**src/rtl/elevator_scheduler.sv**
```systemverilog
// Four-floor elevator scheduler: latches hall/car calls, tracks the current
// floor from the landing sensors, and sequences the motor and door through an
// IDLE / MOVE_UP / MOVE_DN / DOOR state machine with collective-control
// direction preference.
module elevator_scheduler #(
  parameter int unsigned DOOR_TIME = 8
) (
  input  logic       clk,
  input  logic       reset,
  input  logic [3:0] sensor,
  input  logic [3:0] hall_up,
  input  logic [3:0] hall_dn,
  input  logic [3:0] car_btn,
  output logic       up,
  output logic       down,
  output logic       stop,
  output logic       open_door,
  output logic [1:0] monitor,
  output logic [3:0] pending
);

  typedef enum logic [1:0] {
    S_IDLE    = 2'd0,
    S_MOVE_UP = 2'd1,
    S_MOVE_DN = 2'd2,
    S_DOOR    = 2'd3
  } state_t;

  localparam logic [3:0] RELOAD = 4'(DOOR_TIME - 1);

  // Floors strictly above f.
  function automatic logic [3:0] above_mask(input logic [1:0] f);
    above_mask = 4'b1110 << f;
  endfunction

  // Floors strictly below f.
  function automatic logic [3:0] below_mask(input logic [1:0] f);
    below_mask = 4'b0111 >> (2'd3 - f);
  endfunction

  // Single floor f as a one-hot mask.
  function automatic logic [3:0] floor_mask(input logic [1:0] f);
    floor_mask = 4'b0001 << f;
  endfunction

  state_t     state_q, state_d;
  logic       dir_up_q, dir_up_d;
  logic [1:0] floor_q, floor_d;
  logic [3:0] cnt_q, cnt_d;
  logic [3:0] car_q, car_d;
  logic [3:0] hu_q, hu_d;
  logic [3:0] hd_q, hd_d;
  logic       up_q, up_d;
  logic       down_q, down_d;
  logic       stop_q, stop_d;
  logic       open_q, open_d;

  logic [3:0] calls_s;
  logic [3:0] hu_set_s;
  logic [3:0] hd_set_s;
  logic       floor_chg_s;
  logic       door_hit_s;
  logic       enter_door_s;
  logic [1:0] stop_f_s;
  logic [3:0] clr_car_s, clr_hu_s, clr_hd_s;
  logic [3:0] sup_car_s, sup_hu_s, sup_hd_s;

  // Top-floor up and bottom-floor down buttons do not exist.
  assign hu_set_s    = hall_up & 4'b0111;
  assign hd_set_s    = hall_dn & 4'b1110;
  assign calls_s     = car_q | hu_q | hd_q;
  assign floor_chg_s = (floor_d != floor_q);
  assign door_hit_s  = car_btn[floor_q] | (dir_up_q ? hu_set_s[floor_q] : hd_set_s[floor_q]);

  assign pending   = calls_s;
  assign monitor   = floor_q;
  assign up        = up_q;
  assign down      = down_q;
  assign stop      = stop_q;
  assign open_door = open_q;

  // Floor register follows a clean one-hot sensor, holds between floors or on glitches.
  always_comb begin
    floor_d = floor_q;
    case (sensor)
      4'b0001: floor_d = 2'd0;
      4'b0010: floor_d = 2'd1;
      4'b0100: floor_d = 2'd2;
      4'b1000: floor_d = 2'd3;
      default: floor_d = floor_q;
    endcase
  end

  // Next-state, direction and door-counter decisions.
  always_comb begin
    state_d      = state_q;
    dir_up_d     = dir_up_q;
    cnt_d        = cnt_q;
    enter_door_s = 1'b0;
    stop_f_s     = floor_q;
    case (state_q)
      S_IDLE: begin
        if (calls_s[floor_q]) begin
          enter_door_s = 1'b1;
        end else if ((|(calls_s & above_mask(floor_q))) &&
                     (dir_up_q || !(|(calls_s & below_mask(floor_q))))) begin
          state_d  = S_MOVE_UP;
          dir_up_d = 1'b1;
        end else if (|(calls_s & below_mask(floor_q))) begin
          state_d  = S_MOVE_DN;
          dir_up_d = 1'b0;
        end else begin
          state_d = S_IDLE;
        end
      end
      S_MOVE_UP: begin
        if (floor_chg_s) begin
          stop_f_s     = floor_d;
          enter_door_s = car_q[floor_d] | hu_q[floor_d] | (floor_d == 2'd3) |
                         !(|(calls_s & above_mask(floor_d)));
        end else if (floor_q == 2'd3) begin
          enter_door_s = 1'b1;
        end else begin
          enter_door_s = 1'b0;
        end
      end
      S_MOVE_DN: begin
        if (floor_chg_s) begin
          stop_f_s     = floor_d;
          enter_door_s = car_q[floor_d] | hd_q[floor_d] | (floor_d == 2'd0) |
                         !(|(calls_s & below_mask(floor_d)));
        end else if (floor_q == 2'd0) begin
          enter_door_s = 1'b1;
        end else begin
          enter_door_s = 1'b0;
        end
      end
      S_DOOR: begin
        if (door_hit_s) begin
          cnt_d = RELOAD;
        end else if (cnt_q == 4'd0) begin
          state_d = S_IDLE;
        end else begin
          cnt_d = cnt_q - 4'd1;
        end
      end
      default: state_d = S_IDLE;
    endcase
    if (enter_door_s) begin
      state_d = S_DOOR;
      cnt_d   = RELOAD;
    end else begin
      state_d = state_d;
    end
  end

  // Call-latch clear masks on door entry and press suppression while the door is open.
  always_comb begin
    clr_car_s = 4'b0000;
    clr_hu_s  = 4'b0000;
    clr_hd_s  = 4'b0000;
    sup_car_s = 4'b0000;
    sup_hu_s  = 4'b0000;
    sup_hd_s  = 4'b0000;
    if (enter_door_s) begin
      clr_car_s = floor_mask(stop_f_s);
      if (dir_up_q) begin
        clr_hu_s = floor_mask(stop_f_s);
        clr_hd_s = (|(calls_s & above_mask(stop_f_s))) ? 4'b0000 : floor_mask(stop_f_s);
      end else begin
        clr_hd_s = floor_mask(stop_f_s);
        clr_hu_s = (|(calls_s & below_mask(stop_f_s))) ? 4'b0000 : floor_mask(stop_f_s);
      end
    end else if (state_q == S_DOOR) begin
      sup_car_s = floor_mask(floor_q);
      sup_hu_s  = dir_up_q ? floor_mask(floor_q) : 4'b0000;
      sup_hd_s  = dir_up_q ? 4'b0000 : floor_mask(floor_q);
    end else begin
      clr_car_s = 4'b0000;
    end
  end

  // Latch next values and motor/door command decode of the next state.
  always_comb begin
    car_d  = (car_q | (car_btn & ~sup_car_s)) & ~clr_car_s;
    hu_d   = (hu_q | (hu_set_s & ~sup_hu_s)) & ~clr_hu_s;
    hd_d   = (hd_q | (hd_set_s & ~sup_hd_s)) & ~clr_hd_s;
    up_d   = 1'b0;
    down_d = 1'b0;
    stop_d = 1'b1;
    open_d = 1'b0;
    case (state_d)
      S_MOVE_UP: begin up_d = 1'b1; stop_d = 1'b0; end
      S_MOVE_DN: begin down_d = 1'b1; stop_d = 1'b0; end
      S_DOOR:    begin open_d = 1'b1; end
      S_IDLE:    begin stop_d = 1'b1; end
      default:   begin stop_d = 1'b1; end
    endcase
  end

  // All scheduler state and registered outputs.
  always_ff @(posedge clk or posedge reset) begin
    if (reset) begin
      state_q  <= S_IDLE;
      dir_up_q <= 1'b1;
      floor_q  <= 2'd0;
      cnt_q    <= 4'd0;
      car_q    <= 4'b0000;
      hu_q     <= 4'b0000;
      hd_q     <= 4'b0000;
      up_q     <= 1'b0;
      down_q   <= 1'b0;
      stop_q   <= 1'b1;
      open_q   <= 1'b0;
    end else begin
      state_q  <= state_d;
      dir_up_q <= dir_up_d;
      floor_q  <= floor_d;
      cnt_q    <= cnt_d;
      car_q    <= car_d;
      hu_q     <= hu_d;
      hd_q     <= hd_d;
      up_q     <= up_d;
      down_q   <= down_d;
      stop_q   <= stop_d;
      open_q   <= open_d;
    end
  end

endmodule
```
**config.mk**
```make
export PLATFORM = sky130hd
export DESIGN_NAME = elevator_scheduler
export DESIGN_NICKNAME = d
export VERILOG_FILES = /design/src/rtl/elevator_scheduler.sv
export SDC_FILE = /design/constraint.sdc
export NUM_CORES = 1
export LEC_CHECK = 0
export CELL_PAD_IN_SITES_DETAIL_PLACEMENT = 0
export CELL_PAD_IN_SITES_GLOBAL_PLACEMENT = 2
export CORE_ASPECT_RATIO = 1.1
export CORE_MARGIN = 2
export CORE_UTILIZATION = 35
export DETAILED_ROUTE_END_ITERATION = 7
export GPL_TIMING_DRIVEN = 0
export PLACE_DENSITY_LB_ADDON = 0.1
export SLEW_MARGIN = 20
export SYNTH_ARGS = -nofsm -noshare
export SYNTH_HDL_FRONTEND = slang
export SYNTH_SLANG_ARGS = --single-unit
```
**constraint.sdc**
```tcl
create_clock -name clk -period 4.45 [get_ports clk]
set_clock_uncertainty 0.05 [all_clocks]
set_input_delay 0.89 -clock clk [delete_from_list [all_inputs] [get_ports clk]]
set_output_delay 0.89 -clock clk [all_outputs]
set_load 0.01 [all_outputs]
```
# Yosys cells after proc, flatten, opt, wreduce, memory -nomap -nowiden
# Cells that the tools add are included.
[word_totals]
regBits = 25
latchBits = 0
ramBits = 0
mem_bits_ro = 0
inputBits = 18
out_inout_bits = 10
word_cells = 147
n_memories = 0
[classes]
addsub = 4
mul = 0
n_div = 0
n_lt_le_gt_ge = 2
eq_ne = 14
n_shift = 8
muxes = 56
bitwise = 31
n_reduce_logical = 21
[ops]
columns = ["op", "n"]
rows = [
  ["4-bit 2-to-1 mux", 19],
  ["4-bit AND", 11],
  ["4-bit inverter", 6],
  ["4-bit OR reduction", 6],
  ["4-bit OR", 5],
  ["1-bit 2-to-1 mux", 19],
  ["2-bit 2-to-1 mux", 8],
  ["1-bit binary-select mux with 2-bit select", 7],
  ["2-bit == test, second input constant", 6],
  ["4-bit by 2-bit left shift with 4-bit output, first input constant", 3],
  ["3-bit by 2-bit >> shifter with 4-bit output, first input constant", 3],
  ["2-bit one-hot mux with 4 select lines", 1],
  ["1-bit by 2-bit left shift with 4-bit output, first input constant", 2],
  ["1-bit OR", 7],
  ["2-bit logical NOT", 3],
  ["2-bit by 3-bit < comparator with 1-bit output, second input constant", 2],
  ["2-bit subtractor, first input constant", 3],
  ["3-bit by 4-bit AND with 4-bit output", 1],
  ["2-bit by 1-bit == test with 1-bit output, second input constant", 2],
  ["4-bit by 1-bit == test with 1-bit output, second input constant", 1],
  ["4-bit by 2-bit == test with 1-bit output, second input constant", 1],
  ["4-bit by 3-bit == test with 1-bit output, second input constant", 1],
  ["4-bit == test, second input constant", 1],
  ["4-bit logical NOT", 1],
  ["other kinds (13)", 17],
]

# Depth between registers and ports, before layout
# Gate-level depths: netlist (run 1).
[logic_depth]
word_depth = 15
depth_mapped = 11
depth_no_buf = 10

# Least setup slack after synthesis (run 1)
# No wires, ideal clock.
[synth_timing]
kind = "input to register"
start = "input sensor[2]"
end = "register down_q (netlist: down)"
setup_ns = 0.121
arrival_ns = 3.035
required_ns = 4.279
path_slack_ns = 1.243
path_stages = 11
path_buffers = 1
path_cell_list = "buf_6 -> or4b_4 -> o211ai_2 -> a211oi_4 -> inv_2 -> nor2_1 -> o21ai_0 -> a31oi_1 -> o41a_1 -> a221o_1 -> ha_1"
[synth_between]
elab_chain_cells = 13
elab_cells_between_ends = 35
classes_between = "1 x add/sub; 7 x eq/ne; 2 x shift; 12 x mux; 8 x bitwise; 5 x reduce/logical"
[synth_lines]
columns = ["item", "line", "text"]
rows = [
  ["start: declaration", "10", "input logic [3:0] sensor,"],
  ["4-bit == test (tied with other cells)", "85", "case (sensor)"],
  ["2-bit one-hot mux with 4 select lines (*)", "85", ""],
  ["net floor_d[1]", "48", "logic [1:0] floor_q, floor_d;"],
  ["2-bit subtractor", "38", "below_mask = 4'b0111 >> (2'd3 - f);"],
  ["3-bit by 2-bit >> shifter with 4-bit output", "38", ""],
  ["4-bit AND", "131", "!(|(calls_s & below_mask(floor_d)));"],
  ["4-bit OR reduction", "131", ""],
  ["1-bit logical NOT", "131", ""],
  ["1-bit OR", "130", "enter_door_s = car_q[floor_d] | hd_q[floor_d] | (floor_d == 2'd0) |"],
  ["1-bit 2-to-1 mux", "128", "if (floor_chg_s) begin"],
  ["1-bit one-hot mux with 3 select lines (*)", "101", "case (state_q)"],
  ["2-bit 2-to-1 mux (*)", "149", "if (enter_door_s) begin"],
  ["net state_d[1]", "46", "state_t state_q, state_d;"],
  ["2-bit == test (*)", "192", "case (state_d)"],
  ["1-bit 2-to-1 mux (*)", "192", ""],
  ["net down_d", "54", "logic down_q, down_d;"],
  ["end signal: assignment", "224", "down_q <= down_d;"],
  ["end: declaration", "54", ""],
]
# The timed path passes the listed nets; every way through them passes the cells marked *. The select of a mux whose other input is x is not followed.
# A chain may end at the register's enable or synchronous reset.

# Final worst setup path (run 1)
[layout_timing]
start = "input sensor[1]"
end = "register down_q (netlist: down)"
# Same word-level chain as after synthesis.

==> run summary, run 1 <==
YS warnings - 0
Starting Density - 0.3661
DR WL/cell - 16.39 microns
Port bufs - 24
Hold crit path type - reg -> reg
Boundary Pins - 28
Die area - 0.005863 sq mm
Rel. slew slack - 0.3388
Global-route wire length before repair - 8459 microns
Async S/R FF share, synth - 1.000
# H-tree levels - 1
# Post-CTS Setup Buffers - 0
CP delay by family, top - compound AO/OA/AOI/OAI gates
Total negative slack - 0 ps
Share of layout cells above drive strength 1 - 0.1008
Critical Path AT - 3780 ps
Die width - 73.19 microns
Slowest-stage cell, CP - o41a_1
Max Root-Sink Buffers - 2
Maxcap violations - 0
Nature of the critical path startpoint - primary input
Ant diodes - 0
Largest net degree at the start of global routing - 26
Gate Count Post-Synth - 220
Worst setup margin - 785.4 ps
Post-synthesis sequential area ratio - 0.3408
Fmax achieved - 272.9 MHz
Worst Path Buf+Inv - 1
P_leak - 0.9111 nW
Cell variety after synth - 51
Post-CTS Resized - 0
Place WS - 458.6 ps
Vias in the first global route - 1692
Layout Cells excl Fill - 306
Grt ovf - 0
Slowest stage delay, CP - 590 ps
Post-DR vias/cell - 5.565
Gpl congestion - 0.7626
Commonest non-fill, non-tap cell in the layout - a21oi_1
Min Tclk post-route - 3665 ps
Class of the most critical setup path - in -> reg
Crit. End Element - flip-flop
TritonCTS clock tree - built
Clk Latency, worst-skew pair - 270 ps
Power per cell area - 503.4 mW/mm^2
Reg clk slew, reported paths - 90 ps
Initial antenna violation count - 0
Post-Syn Area - 0.001843 sq mm
Vias - 1703
Max Transition Viols Final - 0
Reg2Reg Depth - 8
Crit-path max FO - 8
CTS buffer count - 3
Dpl cells - 302
Critical-path cell list - clkdlybuf4s50_1 -> nor3_1 -> o21ai_0 -> nand3_2 -> mux2i_1 -> a22o_1 -> a31oi_1 -> o41a_1 -> a221o_1 -> ha_1
Post-synthesis register bit count - 25
Post-synth EDFFs - 0
Final hold viol count - 0
Core Region - 0.005034 sq mm
Number of nets in the layout - 275
Hold path cells - 2
Period utilization - 0.8235
Unrepaired setup endpoints after global routing - false
Layout area overhead - 19.48%
DR iter-0 viols - 72
VDD IR-drop max - 266.6 uV
Antenna Nets Post-Route - 0
GRT Util Overall - 0.1869
Most frequent cells in the layout - 25 x a21oi_1, 24 x clkdlybuf4s50_1, 23 x dfrtp_1
Predominant post-synthesis flop cell - dfrtp_1
Row count - 27
Syn_area_per_cell - 8.377 sq um
Post-DP HPWL - 3984 microns
Root Driver - clkbuf_8
DRC Markers - 0
Final wirelength - 5016 microns
Mapped Nets - 246
Outcome - completed
Die Ht - 80.11 microns
Worst slew pin tran - 990.8 ps
Crit path required time - 4560 ps
Worst path depth - 10
Final Setup Violations - 0
CTS Hold Bufs - 0
Clock Sinks - 25
First-pass DRT Iterations - 4
Fillers - 512
==> cells in the mapped netlist (3+ instances only) <==
master,count,share of area
nand3_1,5,0.014
inv_1,19,0.039
ha_1,8,0.054
buf_6,3,0.018
o21ai_0,15,0.041
a21o_1,4,0.016
dfrtp_1,23,0.31
nor3_1,9,0.024
nor2b_1,7,0.024
clkbuf_1,4,0.0081
nand2_1,20,0.041
and3_1,3,0.010
nor2_1,17,0.035
o22ai_1,3,0.010
a31oi_1,8,0.027
a21oi_1,25,0.068
a221oi_1,3,0.014
a22oi_1,3,0.012
==> tightest hold or removal path: stages (launching register included) <==
cell     delay, ps
dfrtp_1        380
inv_1           50
a31oi_1         30
==> stage by stage <==
| step | hold slack, ps | util | instance area (sq um) | power, mW |
|---|---|---|---|---|
| after detailed placement | 433.3 | 0.4283 | 2156 | 0.9796 |
| after CTS | 446.7 | 0.4375 | 2202 | 1.121 |
| after global routing | 493.8 | 0.4375 | 2202 | 1.213 |
| after floorplan | 395.6 | - | 1843 | 0.7698 |
| after global placement | 418.6 | 0.4283 | 2156 | 0.9684 |
| final | 444.3 | 0.4375 | 2202 | 1.109 |
==> metal layers <==
| layer | GRT usage | part of all wire | vias up |
|---|---|---|---|
| met5 | 0 | 0 | - |
| met4 | 0.03889 | 0.0092 | 0 |
| met3 | 0.02258 | 0.031 | 5 |
| met2 | 0.3000 | 0.48 | 31 |
| met1 | 0.2684 | 0.48 | 807 |
| li1 | - | - | 860 |
==> path summary, 6_finish.rpt <==
check,to,slack (ps),from
max,down$_DFF_PP0_,790,sensor[1]
min,hd_q[0]$_DFF_PP0_,440,hd_q[0]$_DFF_PP0_
max reg2reg,down$_DFF_PP0_,1420,monitor[0]$_DFF_PP0_
min reg2reg,hd_q[0]$_DFF_PP0_,440,hd_q[0]$_DFF_PP0_
max in group asynchronous,hu_q[3]$_DFF_PP0_,2660,reset
min in group asynchronous,up$_DFF_PP0_,1090,reset
==> logic make-up (layout without fill, tap and decap cells) <==
kind of cell,after synthesis,count (layout),share of synthesized area
buffers and inverters,30,58,0.07671
AOI/OAI and AO/OA,79,79,0.2838
DFF,25,25,0.3408
muxes,5,5,0.04141
adders and majority gates,8,8,0.05431
and+or+nand+nor,72,72,0.1942
xor gates and xnor gates,1,1,0.008828
==> sequential cells by signal (all words and copies together) (netlist names) <==
register,cells
car_q,4
cnt_q,4
dir_up_q,1
down,1
hd_q,4
hu_q,4
monitor,2
open_door,1
state_q,2
stop,1
up,1
==> report_power, final <==
group / internal, mW / total [mW] / leakage [nW] / switching [mW]
Clock: 0.0628 / 0.142 / 0.0255 / 0.0787
Sequential: 0.311 / 0.375 / 0.263 / 0.0640
Combinational: 0.244 / 0.593 / 0.623 / 0.349
==> final cells by class <==
type	instances	area [sq um]	share of cell area
multi-input combinational	165	1074	0.4875
clock buffer	3	41.29	0.01875
sequential	25	628.1	0.2852
clock inverter	1	5.005	0.002273
tap	58	72.57	0.03295
buffer	10	66.31	0.03011
inverter	20	75.07	0.03409
timing repair buffer	24	240.2	0.1091
(Power assumes the default switching activity.)
==> run 2, diff against run 1 <==
--- a/config.mk
+++ b/config.mk
@@ -9,7 +9,7 @@
 export CELL_PAD_IN_SITES_GLOBAL_PLACEMENT = 2
 export CORE_ASPECT_RATIO = 1.1
 export CORE_MARGIN = 2
-export CORE_UTILIZATION = 35
+export CORE_UTILIZATION = 32
 export DETAILED_ROUTE_END_ITERATION = 7
 export GPL_TIMING_DRIVEN = 0
 export PLACE_DENSITY_LB_ADDON = 0.1
==> constraint.sdc (replaced) <==
create_clock -name clk -period 3.74 [get_ports clk]
set_clock_uncertainty 0.05 [all_clocks]
set_input_delay 0.748 -clock clk [delete_from_list [all_inputs] [get_ports clk]]
set_output_delay 0.748 -clock clk [all_outputs]
set_load 0.01 [all_outputs]
==> run summary, run 2 (synthesized netlist as in run 1, its figures left out) <==
Crit-path max FO - 10 (was 8)
Fillers - 603 (was 512)
Crit. End Element - flip-flop (unchanged)
Largest net degree at the start of global routing - 26 (unchanged)
Row count - 28 (was 27)
Power per cell area - 588.8 mW/mm^2 (was 503.4 mW/mm^2)
GRT Util Overall - 0.1654 (was 0.1869)
Vias in the first global route - 1682 (was 1692)
Class of the most critical setup path - in -> reg (unchanged)
Global-route wire length before repair - 8480 microns (was 8459 microns)
Place WS - -110.7 ps (was 458.6 ps)
TritonCTS clock tree - built (unchanged)
First-pass DRT Iterations - 4 (unchanged)
Critical-path cell list - clkdlybuf4s50_1 -> buf_6 -> or4b_2 -> o22ai_1 -> a21oi_1 -> a31o_2 -> o41a_1 -> a221o_1 -> ha_1 (was clkdlybuf4s50_1 -> nor3_1 -> o21ai_0 -> nand3_2 -> mux2i_1 -> a22o_1 -> a31oi_1 -> o41a_1 -> a221o_1 -> ha_1)
Slowest stage delay, CP - 580 ps (was 590 ps)
Antenna Nets Post-Route - 0 (unchanged)
Multi-input logic area - 0.001079 sq mm (was 0.001074 sq mm)
VDD IR-drop max - 306.7 uV (was 266.6 uV)
Final wirelength - 5053 microns (was 5016 microns)
Clock Sinks - 25 (unchanged)
DR iter-0 viols - 114 (was 72)
Unrepaired setup endpoints after global routing - false (unchanged)
Hold crit path type - reg -> reg (unchanged)
CTS buffer count - 3 (unchanged)
Maxcap violations - 0 (unchanged)
Fin area - 0.002228 sq mm (was 0.002202 sq mm)
Vias - 1739 (was 1703)
Die area - 0.006383 sq mm (was 0.005863 sq mm)
Final Setup Violations - 0 (unchanged)
Number of nets in the layout - 275 (unchanged)
Slowest-stage cell, CP - or4b_2 (was o41a_1)
Gpl congestion - 0.7618 (was 0.7626)
Post-DP HPWL - 3943 microns (was 3984 microns)
Fmax achieved - 281.5 MHz
DR WL/cell - 15.64 microns (was 16.39 microns)
Max Transition Viols Final - 0 (unchanged)
Core Region - 0.005465 sq mm (was 0.005034 sq mm)
Grt ovf - 0 (unchanged)
Worst setup margin - 187.9 ps (was 785.4 ps)
Final core utilization - 0.4077 (was 0.4375)
Die Ht - 83.60 microns (was 80.11 microns)
Root Driver - clkbuf_8 (unchanged)
Reg clk slew, reported paths - 90 ps (about the same)
DRC Markers - 0 (unchanged)
Port bufs - 24 (unchanged)
Period utilization - 0.9498
Crit path required time - 3860 ps (was 4560 ps)
Final hold viol count - 0 (unchanged)
# H-tree levels - 1 (unchanged)
CP delay by family, top - compound AO/OA/AOI/OAI gates (unchanged)
Outcome - completed (unchanged)
Initial antenna violation count - 0 (unchanged)
Boundary Pins - 28 (unchanged)
Share of layout cells above drive strength 1 - 0.1048 (was 0.1008)
Worst Path Buf+Inv - 2 (was 1)
Critical Path AT - 3670 ps (was 3780 ps)
Die width - 76.36 microns (was 73.19 microns)
# Post-CTS Setup Buffers - 0 (unchanged)
Layout area overhead - 20.91% (was 19.48%)
P_leak - 0.9083 nW (was 0.9111 nW)
Worst slew pin tran - 960.3 ps (was 990.8 ps)
Ant diodes - 0 (unchanged)
R2R setup slack - 750 ps (was 1420 ps)
Seq. cell area - 628.1 sq um (unchanged)
Clk Latency, worst-skew pair - 280 ps (was 270 ps)
Commonest non-fill, non-tap cell in the layout - a21oi_1 (unchanged)
DP Area - 0.002177 sq mm (was 0.002156 sq mm)
Max Root-Sink Buffers - 2 (unchanged)
Nature of the critical path startpoint - primary input (unchanged)
Starting Density - 0.3372 (was 0.3661)
Min Tclk post-route - 3552 ps
Post-DR vias/cell - 5.384 (was 5.565)
Most frequent cells in the layout - 25 x a21oi_1, 24 x clkdlybuf4s50_1, 23 x dfrtp_1 (unchanged)
Rel. slew slack - 0.3558 (was 0.3388)
==> run 2: worst paths after layout <==
check,start,to,depth (start not counted)
max,sensor[1],open_door$_DFF_PP0_,9
min,cnt_q[0]$_DFFE_PP0P_,cnt_q[0]$_DFFE_PP0P_,1
max reg2reg,car_q[2]$_DFF_PP0_,open_door$_DFF_PP0_,7
min reg2reg,cnt_q[0]$_DFFE_PP0P_,cnt_q[0]$_DFFE_PP0P_,1
max in group asynchronous,reset,hd_q[0]$_DFF_PP0_,2
min in group asynchronous,reset,car_q[1]$_DFF_PP0_,2
==> run 2: what timing repair did <==
item,in CTS,in global routing
setup endpoints to repair,0,3
hold buffers,0,0
resized for setup,0,1
==> run 2: through the flow <==
stage,cells,TNS (ps),power [mW],hold slack (ps)
floorplan,220,0,0.9160,395.6
global placement,319,-495.5,1.160,419.6
detailed placement,319,-378.9,1.153,422.4
CTS,323,0,1.324,442.0
global route,323,0,1.442,464.3
finish,323,0,1.312,434.7
==> run 2: layout make-up <==
cell class | count | area share
multi-input combinational | 165 | 0.4840
timing repair buffer | 24 | 0.1078
buffer | 10 | 0.02976
clock buffer | 3 | 0.01853
tap | 75 | 0.04211
clock inverter | 1 | 0.002246
inverter | 20 | 0.03369
sequential | 25 | 0.2819
==> run 2: routing by layer <==
layer,vias up,wire length [microns],track usage
met1,821,2418,0.2242
met3,12,189,0.02056
li1,853,-,-
met5,-,0,0
met2,53,2352,0.2719
met4,0,93,0.05620
==> run 2: power by group <==
group | internal (mW) | leakage (nW) | switching, mW
Combinational | 0.287 | 0.620 | 0.414
Clock | 0.0748 | 0.0255 | 0.0930
Sequential | 0.369 | 0.263 | 0.0743
